[config.mk]
export PLATFORM = sky130hd
export DESIGN_NAME = pong_seq
export DESIGN_NICKNAME = d
export VERILOG_FILES = /design/src/rtl/pong_pkg.sv /design/src/rtl/pong_frame_timer.sv /design/src/rtl/pong_seq.sv
export SDC_FILE = /design/constraint.sdc
export NUM_CORES = 1
export LEC_CHECK = 0
export CORE_MARGIN = 2
export CORE_UTILIZATION = 55
export DETAILED_ROUTE_END_ITERATION = 10
export PLACE_DENSITY = 0.86
export SETUP_SLACK_MARGIN = 0.5
export SLEW_MARGIN = 0
export SYNTH_ARGS = -nofsm -noshare
export SYNTH_HDL_FRONTEND = slang
export SYNTH_SLANG_ARGS = --single-unit
[constraint.sdc]
create_clock -name clk -period 3.6 [get_ports clk]
set_clock_uncertainty 0.05 [all_clocks]
set_input_delay 1.08 -clock clk [delete_from_list [all_inputs] [get_ports clk]]
set_output_delay 1.08 -clock clk [all_outputs]
set_load 0.1 [all_outputs]
[src/rtl/pong_pkg.sv]
// Shared types and constants for the paddle-game sequencer.
package pong_pkg;

    localparam int unsigned SCORE_W = 4;

    typedef enum logic [2:0] {
        IDLE  = 3'd0,
        SERVE = 3'd1,
        PLAY  = 3'd2,
        POINT = 3'd3,
        OVER  = 3'd4
    } state_t;

    localparam logic [1:0] WIN_NONE = 2'b00;
    localparam logic [1:0] WIN_P1   = 2'b01;
    localparam logic [1:0] WIN_P2   = 2'b10;

    function automatic int unsigned max2(input int unsigned a, input int unsigned b);
        return (a > b) ? a : b;
    endfunction

endpackage

[src/rtl/pong_frame_timer.sv]
// Loadable frame-tick down-counter; expire pulses on the tick that takes it from 1 to 0.
module pong_frame_timer #(
    parameter int unsigned WIDTH = 7
) (
    input  logic             clk,
    input  logic             rst,
    input  logic             load,
    input  logic [WIDTH-1:0] load_value,
    input  logic             run,
    input  logic             frame_tick,
    output logic             expire
);

    logic [WIDTH-1:0] count;

    // Load has priority; otherwise count down on ticks while running.
    always_ff @(posedge clk or posedge rst) begin
        if (rst) begin
            count <= '0;
        end else if (load) begin
            count <= load_value;
        end else if (run && frame_tick && (count != '0)) begin
            count <= count - 1'b1;
        end
    end

    // Combinational so the phase change lands on the edge of the expiring tick.
    assign expire = run && frame_tick && (count == WIDTH'(1));

endmodule

[src/rtl/pong_seq.sv]
// Match sequencer: FSM, score registers and paddle input divider.
module pong_seq
    import pong_pkg::*;
#(
    parameter int unsigned WIN_SCORE    = 9,
    parameter int unsigned SERVE_FRAMES = 60,
    parameter int unsigned POINT_FRAMES = 90,
    parameter int unsigned INPUT_DIV    = 1
) (
    input  logic         clk,
    input  logic         rst,
    input  logic         frame_tick,
    input  logic         start,
    input  logic         miss_p1,
    input  logic         miss_p2,
    output logic         input_enable,
    output logic         ball_enable,
    output logic         serve_dir,
    output logic [3:0]   score_p1,
    output logic [3:0]   score_p2,
    output logic [2:0]   state,
    output logic [1:0]   winner
);

    localparam int unsigned TIMER_W = $clog2(max2(SERVE_FRAMES, POINT_FRAMES) + 1);
    localparam int unsigned DIV_W   = (INPUT_DIV > 1) ? $clog2(INPUT_DIV) : 1;
    localparam logic [DIV_W-1:0]   DIV_MAX    = DIV_W'(INPUT_DIV - 1);
    localparam logic [TIMER_W-1:0] SERVE_LOAD = TIMER_W'(SERVE_FRAMES);
    localparam logic [TIMER_W-1:0] POINT_LOAD = TIMER_W'(POINT_FRAMES);
    localparam logic [SCORE_W-1:0] WIN        = SCORE_W'(WIN_SCORE);

    state_t             state_q, state_n;
    logic [SCORE_W-1:0] p1_q, p1_n, p2_q, p2_n;
    logic               dir_q, dir_n;
    logic [1:0]         win_q, win_n;
    logic               ball_q, ball_n;
    logic               ie_q, ie_n;
    logic [DIV_W-1:0]   div_q, div_n;
    logic               timer_load;
    logic [TIMER_W-1:0] timer_value;
    logic               timer_run;
    logic               timer_expire;

    assign timer_run = (state_q == SERVE) || (state_q == POINT);

    pong_frame_timer #(
        .WIDTH(TIMER_W)
    ) u_timer (
        .clk        (clk),
        .rst        (rst),
        .load       (timer_load),
        .load_value (timer_value),
        .run        (timer_run),
        .frame_tick (frame_tick),
        .expire     (timer_expire)
    );

    // State, score and strobe registers.
    always_ff @(posedge clk or posedge rst) begin
        if (rst) begin
            state_q <= IDLE;
            p1_q    <= '0;
            p2_q    <= '0;
            dir_q   <= 1'b1;
            win_q   <= WIN_NONE;
            ball_q  <= 1'b0;
            ie_q    <= 1'b0;
            div_q   <= '0;
        end else begin
            state_q <= state_n;
            p1_q    <= p1_n;
            p2_q    <= p2_n;
            dir_q   <= dir_n;
            win_q   <= win_n;
            ball_q  <= ball_n;
            ie_q    <= ie_n;
            div_q   <= div_n;
        end
    end

    // Next-state, scoring, timer control and input divider.
    always_comb begin
        state_n     = state_q;
        p1_n        = p1_q;
        p2_n        = p2_q;
        dir_n       = dir_q;
        win_n       = win_q;
        timer_load  = 1'b0;
        timer_value = SERVE_LOAD;
        div_n       = div_q;
        ie_n        = 1'b0;

        // Divider decision uses the state of the tick cycle, so a miss in
        // the same PLAY cycle still yields the strobe.
        if (frame_tick && ((state_q == SERVE) || (state_q == PLAY))) begin
            if (div_q == DIV_MAX) begin
                div_n = '0;
                ie_n  = 1'b1;
            end else begin
                div_n = div_q + 1'b1;
            end
        end

        case (state_q)
            IDLE, OVER: begin
                if (start) begin
                    state_n    = SERVE;
                    p1_n       = '0;
                    p2_n       = '0;
                    win_n      = WIN_NONE;
                    timer_load = 1'b1;
                    div_n      = '0;
                end
            end
            SERVE: begin
                if (timer_expire) state_n = PLAY;
            end
            PLAY: begin
                if (miss_p1 || miss_p2) begin
                    state_n     = POINT;
                    timer_load  = 1'b1;
                    timer_value = POINT_LOAD;
                    if (miss_p1 && !miss_p2) begin
                        p2_n  = p2_q + 1'b1;
                        dir_n = 1'b0;
                    end else if (miss_p2 && !miss_p1) begin
                        p1_n  = p1_q + 1'b1;
                        dir_n = 1'b1;
                    end
                end
            end
            POINT: begin
                if (timer_expire) begin
                    if (p1_q == WIN) begin
                        state_n = OVER;
                        win_n   = WIN_P1;
                    end else if (p2_q == WIN) begin
                        state_n = OVER;
                        win_n   = WIN_P2;
                    end else begin
                        state_n    = SERVE;
                        timer_load = 1'b1;
                    end
                end
            end
            default: state_n = IDLE;
        endcase

        ball_n = (state_n == PLAY);
    end

    assign state        = state_q;
    assign score_p1     = p1_q;
    assign score_p2     = p2_q;
    assign serve_dir    = dir_q;
    assign winner       = win_q;
    assign ball_enable  = ball_q;
    assign input_enable = ie_q;

endmodule
==> run_results.csv, run 1 <==
group,metric,value,unit
worst_setup_path,worst-setup-path-type,"in2reg",
synth,synthCells,141,
die,dieArea,3020,um2
worst_setup_path,critPathTopFamily,"simple AND/OR/NAND/NOR gates",
cells_and_area,stdcell_count,193,
grt,overflow,0,
die,row_count,18,
cts,clk_latency,0.31,ns
cts,cts_max_level,1,
power,fin_total_pwr,0.00124,W
power,power.switching,0.000642,W
worst_setup_path,path_cells,"clkdlybuf4s50_1, inv_1, ha_1, nor4b_2, a41oi_1, or3_1, a21oi_1",
timing,worst_slew_pin_slew,0.922,ns
cts,root_buffer,"clkbuf_4",
placement,dp.cells,189,
run,max-cap-violations,0,
worst_setup_path,crit_cells,7,
routing,via_count,1105,
synth,syn-num-nets,157,
die,start_util,57.7,%
cts,cts_tree,"built",
placement,io_buffers,21,
timing,timing.slew.headroom,38.4,%
worst_setup_path,crit_arrival,3.12,ns
routing,wire_per_inst,15.0,um
routing,drc,0,
synth,ys_seq_elements,24,
power,power_density,752,nW/um2
timing,setup_viol,0,
synth,synth_seq_area_share,42.1,%
cells_and_area,final_cell_mix,"dfrtp_1 (23), buf_4 (17), inv_1 (13), ha_1 (10), a21oi_1 (9)",
timing,fmax,343,MHz
power,cellLeakagePower,0.775,nW
power,sequentialPowerShare,36.9,%
cts,clockBufferDepth,2,
cts,hold_buffers,0,
cts,post_cts_buffers,0,
placement,gp_congestion,0.799,
routing,drtIter0Drc,18,
routing,dr.pass1.iters,4,
worst_setup_path,path_buf_inv,2,
synth,synth_cell_types,42,
timing,fin_crit,2.92,ns
grt,globalRouteTotalUtil,22.2,%
hold_path,hold_path_depth,1,
cts,clkTransAtPathRegs,0.14,ns
timing,final.setup.tns,0,ns
synth,yosys_warnings,0,
timing,rsz0062_at_grt,"no",
placement,place_hpwl,2210,um
timing,worst_slack,0.680,ns
worst_setup_path,critPathMaxFanout,8,
synth,async_reset_ff_share,100,%
timing,report.final.slew_viol_count,0,
cells_and_area,final_common_cell,"dfrtp_1",
worst_setup_path,crit_slowest_cell,"clkdlybuf4s50_1",
worst_setup_path,critPathMaxStageDelay,0.49,ns
placement,dp_slack,0.343,ns
worst_setup_path,cp.required,3.80,ns
power,ir_drop,700,uV
cells_and_area,utilization,66.5,%
grt,grt_pass1_vias,1089,
status,status,"completed",
power,intPower,0.000597,W
power,swShare,51.8,%
synth,synth_flop_cell,"dfrtp_1",
cells_and_area,area_delta_synth_final,15.2,%
cts,cts_sinks,24,
die,ios,22,
power,p_clk_share,11.7,%
grt,grt_max_degree,25,
cells_and_area,drive_above_1_share,20.9,%
routing,antenna_left,0,
routing,wirelength,2900,um
synth,synth_edf_count,0,
timing,min_period_over_period,81.1,%
cts,post_cts_resized,0,
timing,hold_violations,0,
worst_setup_path,cp-end-kind,"register",
cells_and_area,num-nets-final,180,
hold_path,hold_class,"reg2reg",
cts,cts_buffers,3,
die,core,2480,um2
grt,antenna_found_initial,0,
worst_setup_path,critPathLaunchType,"input pin",
routing,via_per_inst,5.73,
power,combPwrFrac,51.4,%
cells_and_area,antennaDiodeCount,0,
synth,syn_avg_cell_area,10.1,um2
worst_setup_path,worst-r2r-cell-count,4,
die,dieHeight,55.0,um
synth,synth_area,1430,um2
die,die-width,55.0,um
grt,grt_pass1_wl,4750,um
-- cell usage after synthesis, types with 2 or more instances --
cell / number / area share [%]
o211ai_1: 2 / 1.0
nand3b_1: 3 / 1.6
inv_1: 13 / 3.4
o31ai_1: 3 / 1.6
or4_4: 2 / 1.6
nor3_1: 4 / 1.4
buf_6: 2 / 1.6
nand3_1: 3 / 1.0
nor2b_1: 2 / 0.87
or3_1: 5 / 2.2
dfrtp_1: 23 / 40
a31oi_1: 3 / 1.3
o21ai_0: 8 / 2.8
mux2_2: 2 / 1.6
nor2_1: 4 / 1.0
mux2i_1: 2 / 1.4
nor3b_2: 2 / 1.7
xor2_1: 5 / 3.1
a21o_1: 3 / 1.6
or2_2: 2 / 0.87
a21oi_1: 9 / 3.1
and3b_1: 2 / 1.2
nand2_1: 7 / 1.8
ha_1: 10 / 8.7
nand2b_1: 3 / 1.3
-- final cells by class --
| cell class | instances | area, um2 |
|---|---|---|
| inverter | 13 | 48.8 |
| timing repair buffer | 22 | 178 |
| fill | 206 | 830 |
| sequential | 24 | 602 |
| tap | 30 | 37.5 |
| clock buffer | 4 | 36.3 |
| multi-input combinational | 100 | 746 |
-- through the flow --
| stage | hold WS, ns | area (um2) |
|---|---|---|
| finish | 0.410 | 1650 |
| CTS | 0.424 | 1650 |
| global route | 0.431 | 1650 |
| global placement | 0.360 | 1610 |
| detailed placement | 0.406 | 1610 |
| floorplan | 0.344 | 1430 |
-- cells by family after synthesis --
group | Yosys count | synth area share (%)
AND/OR/NAND/NOR | 47 | 22.4
AO/OA/AOI/OAI | 33 | 14.3
flip-flops | 24 | 42.1
buffers and inverters | 17 | 5.77
adder cells (fa/ha/maj) | 10 | 8.75
XOR/XNOR | 6 | 3.67
multiplexers | 4 | 2.97
-- registers in the layout, indices dropped and copies added (netlist names) --
signal and flops:
state 3, score_p2 4, score_p1 4, div_q 1
u_timer.count 7, ball_enable 1, serve_dir 1, winner 2
input_enable 1
-- path summary, 6_finish.rpt --
| kind | slack (ns) | endpoint | startpoint |
|---|---|---|---|
| worst max-delay path | 0.68 | score_p1[3] | miss_p1 |
| worst min-delay path | 0.41 | input_enable | div_q |
| worst max register to register | 1.45 | u_timer.count[1] | u_timer.count[3] |
| worst min register to register | 0.41 | input_enable | div_q |
| max in group asynchronous | 1.74 | score_p2[3] | rst |
| min in group asynchronous | 1.20 | u_timer.count[5] | rst |
-- routing by layer --
layer  vias to the layer above  routed length [um]  global-route usage [%]
met5                         -                   0                       0
met4                         0                  53                    6.91
met3                         8                  82                    4.30
met2                        20                1460                    37.3
met1                       529                1300                    28.7
li1                        548                   -                       -
-- power by group through the flow --
stage | clock [W] | sequential [W] | combinational, W
detailed placement | 0 | 0.000462 | 0.000641
global route | 0.000160 | 0.000471 | 0.000685
CTS | 0.000149 | 0.000457 | 0.000641
finish | 0.000145 | 0.000458 | 0.000637
floorplan | 0 | 0.000685 | 0.000286
global placement | 0 | 0.000454 | 0.000617
(Power assumes the default switching activity.)
==> inputs of run 2 (changes only) <==
- CORE_UTILIZATION: 55 -> 53
- PLACE_DENSITY: 0.86 -> 0.84
- clock period: 3.6 -> 2.96 ns (I/O delays scaled with it)
==> run_results.csv, run 2 (synthesis gave the netlist of run 1 again) <==
group,metric,value,unit
timing,min_period_over_period,83.0,%
worst_setup_path,worst-setup-path-type,"in2reg",
timing,worst_slack,0.503,ns
worst_setup_path,critPathMaxStageDelay,0.50,ns
power,power_density,895,nW/um2
grt,grt_pass1_vias,1252,
power,sequentialPowerShare,35.9,%
cells_and_area,final_common_cell,"buf_4",
worst_setup_path,crit_path_end,"u_timer.count[5]",
grt,grt_pass1_wl,5600,um
worst_setup_path,path_common_cell,"buf_4",
worst_setup_path,r2r_end,"u_timer.count[1]",
die,row_count,18,
power,swShare,51.6,%
worst_setup_path,critPathMaxFanout,7,
grt,grt_max_degree,25,
worst_setup_path,critPathLaunchType,"input pin",
worst_setup_path,crit_slowest_cell,"clkdlybuf4s50_1",
cts,cts_buffers,3,
worst_setup_path,cp-end-kind,"register",
power,ir_drop,749,uV
routing,via_count,1209,
worst_setup_path,startpoint,"miss_p1",
timing,report.final.slew_viol_count,0,
cells_and_area,area_delta_synth_final,22.8,%
cts,cts_tree,"built",
cells_and_area,num-nets-final,187,
routing,wirelength,3330,um
power,combPwrFrac,53.1,%
placement,place_hpwl,2310,um
grt,antenna_found_initial,0,
die,core,2520,um2
timing,worst_slew_pin_slew,0.549,ns
timing,rsz0062_at_grt,"no",
worst_setup_path,reg2reg_slack,0.79,ns
die,die-width,55.9,um
die,ios,22,
worst_setup_path,worst-r2r-cell-count,4,
cells_and_area,largest_register_ffs,7,
power,cellLeakagePower,0.814,nW
timing,setup_viol,0,
routing,antenna_left,0,
cts,clk_latency,0.32,ns
power,p_clk_share,10.9,%
timing,fmax,407,MHz
die,start_util,56.7,%
cts,clkTransAtPathRegs,0.13,ns
timing,timing.slew.headroom,63.4,%
routing,dr.pass1.iters,5,
timing,hold_violations,0,
grt,globalRouteTotalUtil,22.7,%
routing,wire_per_inst,16.7,um
run,max-cap-violations,0,
placement,dp_slack,0.00988,ns
worst_setup_path,path_cells,"clkdlybuf4s50_1, inv_1, ha_4, nor3b_4, buf_4, o21a_1, a21oi_1, buf_4, a31o_2",
cts,root_buffer,"clkbuf_4",
worst_setup_path,r2r-start,"u_timer.count[2]",
cells_and_area,antennaDiodeCount,0,
cells_and_area,final_cell_mix,"buf_4 (24), dfrtp_1 (23), inv_1 (12), ha_1 (9), a21oi_1 (8)",
routing,drtIter0Drc,27,
hold_path,hold_class,"reg2reg",
cts,cts_sinks,24,
grt,overflow,0,
cts,cts_max_level,1,
status,status,"completed",
cells_and_area,seq_area,602,um2
power,power.switching,0.000812,W
routing,drc,0,
timing,final.setup.tns,0,ns
worst_setup_path,crit_arrival,2.62,ns
die,dieHeight,55.9,um
die,dieArea,3130,um2
placement,gp_congestion,0.861,
timing,hold_ws,0.384,ns
worst_setup_path,cp.required,3.12,ns
cells_and_area,fillCellCount,196,
cells_and_area,multi_input_area,802,um2
cells_and_area,regMostFlops,"u_timer.count",
power,intPower,0.000761,W
placement,io_buffers,21,
routing,via_per_inst,6.05,
cts,clockBufferDepth,2,
timing,fin_crit,2.46,ns
cells_and_area,drive_above_1_share,27.6,%
run 2: power groups by stage:
stage | Sequential (W) | Clock (W) | Combinational (W)
after floorplan | 0.000833 | 0 | 0.000347
after global placement | 0.000551 | 0 | 0.000764
after detailed placement | 0.000558 | 0 | 0.000794
after CTS | 0.000555 | 0.000177 | 0.000813
after global routing | 0.000579 | 0.000195 | 0.000882
final | 0.000565 | 0.000172 | 0.000836
run 2: layout make-up:
type | instances | share of cell area (%)
clock buffer | 4 | 2.07
inverter | 13 | 2.78
multi-input combinational | 100 | 45.7
sequential | 24 | 34.3
tap | 30 | 2.14
timing repair buffer | 29 | 13.1
run 2: worst max-delay path, delay by kind of cell:
| kind | cells | cell delay [ns] |
|---|---|---|
| buf+inv | 4 | 0.92 |
| compound gates | 3 | 0.39 |
| fa+ha+maj | 1 | 0.19 |
| simple gates | 1 | 0.22 |
run 2: per-layer routing:
layer	up-vias	GRT usage, %	wire length, um
met5	-	0	0
met4	0	9.52	79
met3	8	4.88	135
met2	39	40.1	1690
met1	598	26.5	1430
li1	564	-	-
run 2: worst min path at each step:
| stage | depth (start not counted) | startpoint | slack [ns] | endpoint |
|---|---|---|---|---|
| finish | 1 | div_q | 0.38 | input_enable |
| global route | 1 | div_q | 0.41 | input_enable |
| CTS | 1 | div_q | 0.38 | input_enable |
| detailed placement | 1 | div_q | 0.36 | input_enable |
| global placement | 1 | div_q | 0.36 | input_enable |
| floorplan | 1 | div_q | 0.34 | input_enable |
run 2: metrics by stage:
stage	cells	total power, W	utilization [%]	cell area (um2)
3_3_place_gp	194	0.00131	65.4	1650
2_1_floorplan	141	0.00118	-	1430
6_report	200	0.00157	69.6	1760
3_5_place_dp	194	0.00135	65.4	1650
4_1_cts	200	0.00154	68.4	1720
5_1_grt	200	0.00166	69.6	1760
run 2: repair_timing:
item,CTS,global route
hold buffers,0,0
pin swaps,3,4
resized for setup,4,7
buffers inserted,2,0
endpoints found under the setup margin,6,6
==> inputs of run 3 (changes only) <==
- clock period: 2.96 -> 2.5 ns (I/O delays scaled with it)
==> run_results.csv, run 3 (synthesis gave the netlist of run 1 again) <==
group,metric,value,unit
grt,grt_pass1_wl,5570,um
die,die-width,55.9,um
die,dieHeight,55.9,um
cts,hold_buffers,0,
worst_setup_path,crit_arrival,2.14,ns
cts,cts_sinks,24,
hold_path,hold_path_depth,1,
routing,drtIter0Drc,34,
timing,hold_violations,0,
die,ios,22,
cells_and_area,regMostFlops,"u_timer.count",
timing,rsz0062_at_grt,"yes",
cts,cts_max_level,1,
worst_setup_path,cp-end-kind,"register",
cts,cts_tree,"built",
routing,antenna_left,0,
cells_and_area,antennaDiodeCount,0,
cts,root_buffer,"clkbuf_4",
grt,antenna_found_initial,0,
worst_setup_path,critPathLaunchType,"register",
timing,fin_crit,1.97,ns
cells_and_area,num-nets-final,198,
timing,report.final.slew_viol_count,0,
cells_and_area,final_cell_mix,"buf_4 (30), dfrtp_1 (15), inv_1 (11), a21oi_1 (9), ha_1 (9)",
worst_setup_path,critPathMaxFanout,4,
cells_and_area,area_delta_synth_final,32.5,%
placement,place_hpwl,2220,um
status,status,"completed",
cts,clkTransAtPathRegs,0.13,ns
cells_and_area,utilization,75.1,%
worst_setup_path,worst-r2r-cell-count,5,
cells_and_area,final_common_cell,"buf_4",
cells_and_area,drive_above_1_share,38.1,%
die,core,2520,um2
worst_setup_path,path_cells,"buf_4, or4_2, nor3_1, xor2_1, a31o_2",
cts,cts_buffers,3,
timing,worst_slew_pin_slew,0.365,ns
grt,grt_max_degree,25,
cts,clockBufferDepth,2,
routing,wirelength,3320,um
timing,timing.slew.headroom,75.5,%
grt,grt_pass1_vias,1232,
hold_path,hold_class,"reg2reg",
grt,globalRouteTotalUtil,22.1,%
grt,overflow,0,
routing,dr.pass1.iters,4,
timing,fmax,507,MHz
worst_setup_path,crit_slowest_cell,"or4_2",
power,fin_total_pwr,0.00193,W
routing,via_count,1228,
die,dieArea,3130,um2
run,max-cap-violations,0,
power,cellLeakagePower,0.877,nW
timing,min_period_over_period,78.9,%
die,start_util,56.7,%
die,row_count,18,
worst_setup_path,worst-setup-path-type,"reg2reg",
cts,clk_latency,0.31,ns
worst_setup_path,cp.required,2.67,ns
routing,via_per_inst,5.82,
power,ir_drop,930,uV
worst_setup_path,critPathMaxStageDelay,0.63,ns
timing,setup_viol,0,
routing,drc,0,
placement,io_buffers,21,
power,power_density,1020,nW/um2
cells_and_area,largest_register_ffs,7,
placement,gp_congestion,0.755,
routing,wire_per_inst,15.7,um
run 3: final cells by class:
| class | count | area (um2) |
|---|---|---|
| flip-flops and latches | 24 | 612 |
| well taps | 30 | 37.5 |
| fillers | 177 | 627 |
| repair buffers | 40 | 328 |
| multi-input cells | 100 | 813 |
| inverters | 13 | 68.8 |
| clock buffers | 4 | 36.3 |
run 3: worst paths after layout:
check | startpoint | end | slack [ns]
setup / recovery | u_timer.count[2] | u_timer.count[5] | 0.53
hold / removal | div_q | input_enable | 0.39
setup reg to reg | u_timer.count[2] | u_timer.count[5] | 0.53
hold reg to reg | div_q | input_enable | 0.39
max in group asynchronous | rst | serve_dir | 1.40
min in group asynchronous | rst | u_timer.count[0] | 0.70
run 3: stage by stage:
stage               hold slack [ns]  worst slack (ns)  TNS (ns)  area (um2)  std cells
floorplan                     0.344             0.438         0        1510        141
global placement              0.366            -0.109    -0.389        1750        196
detailed placement            0.383            -0.175    -0.942        1750        196
CTS                           0.404             0.502         0        1870        207
global route                  0.418             0.480         0        1900        211
finish                        0.392             0.527         0        1900        211
run 3: timing repair:
action / CTS / global route
resized for setup: 15 / 2
setup endpoints to repair: 20 / 11
pin swaps: 12 / 6
setup buffers: 7 / 4
run 3: per-layer routing:
layer | share of wire (%) | vias to the layer above | track usage (%)
li1 | - | 584 | -
met1 | 46 | 610 | 28.9
met2 | 50 | 28 | 38.4
met3 | 3.4 | 6 | 3.72
met5 | 0 | - | 0
met4 | 1.1 | 0 | 5.10
run 3: critical path: cells and delay by family, from the launching register on:
family                 cells  cell delay (ns)
AO/OA/AOI/OAI              1             0.25
buffers and inverters      1             0.16
XOR/XNOR                   1             0.11
AND/OR/NAND/NOR            2             0.89
flip-flops                 1             0.42
run 3: power by group:
part / internal (W) / total, W / switching (W)
Combinational: 0.000361 / 0.00105 / 0.000694
Sequential: 0.000509 / 0.000672 / 0.000163
Clock: 0.0000888 / 0.000203 / 0.000114
Total: 0.000958 / 0.00193 / 0.000971
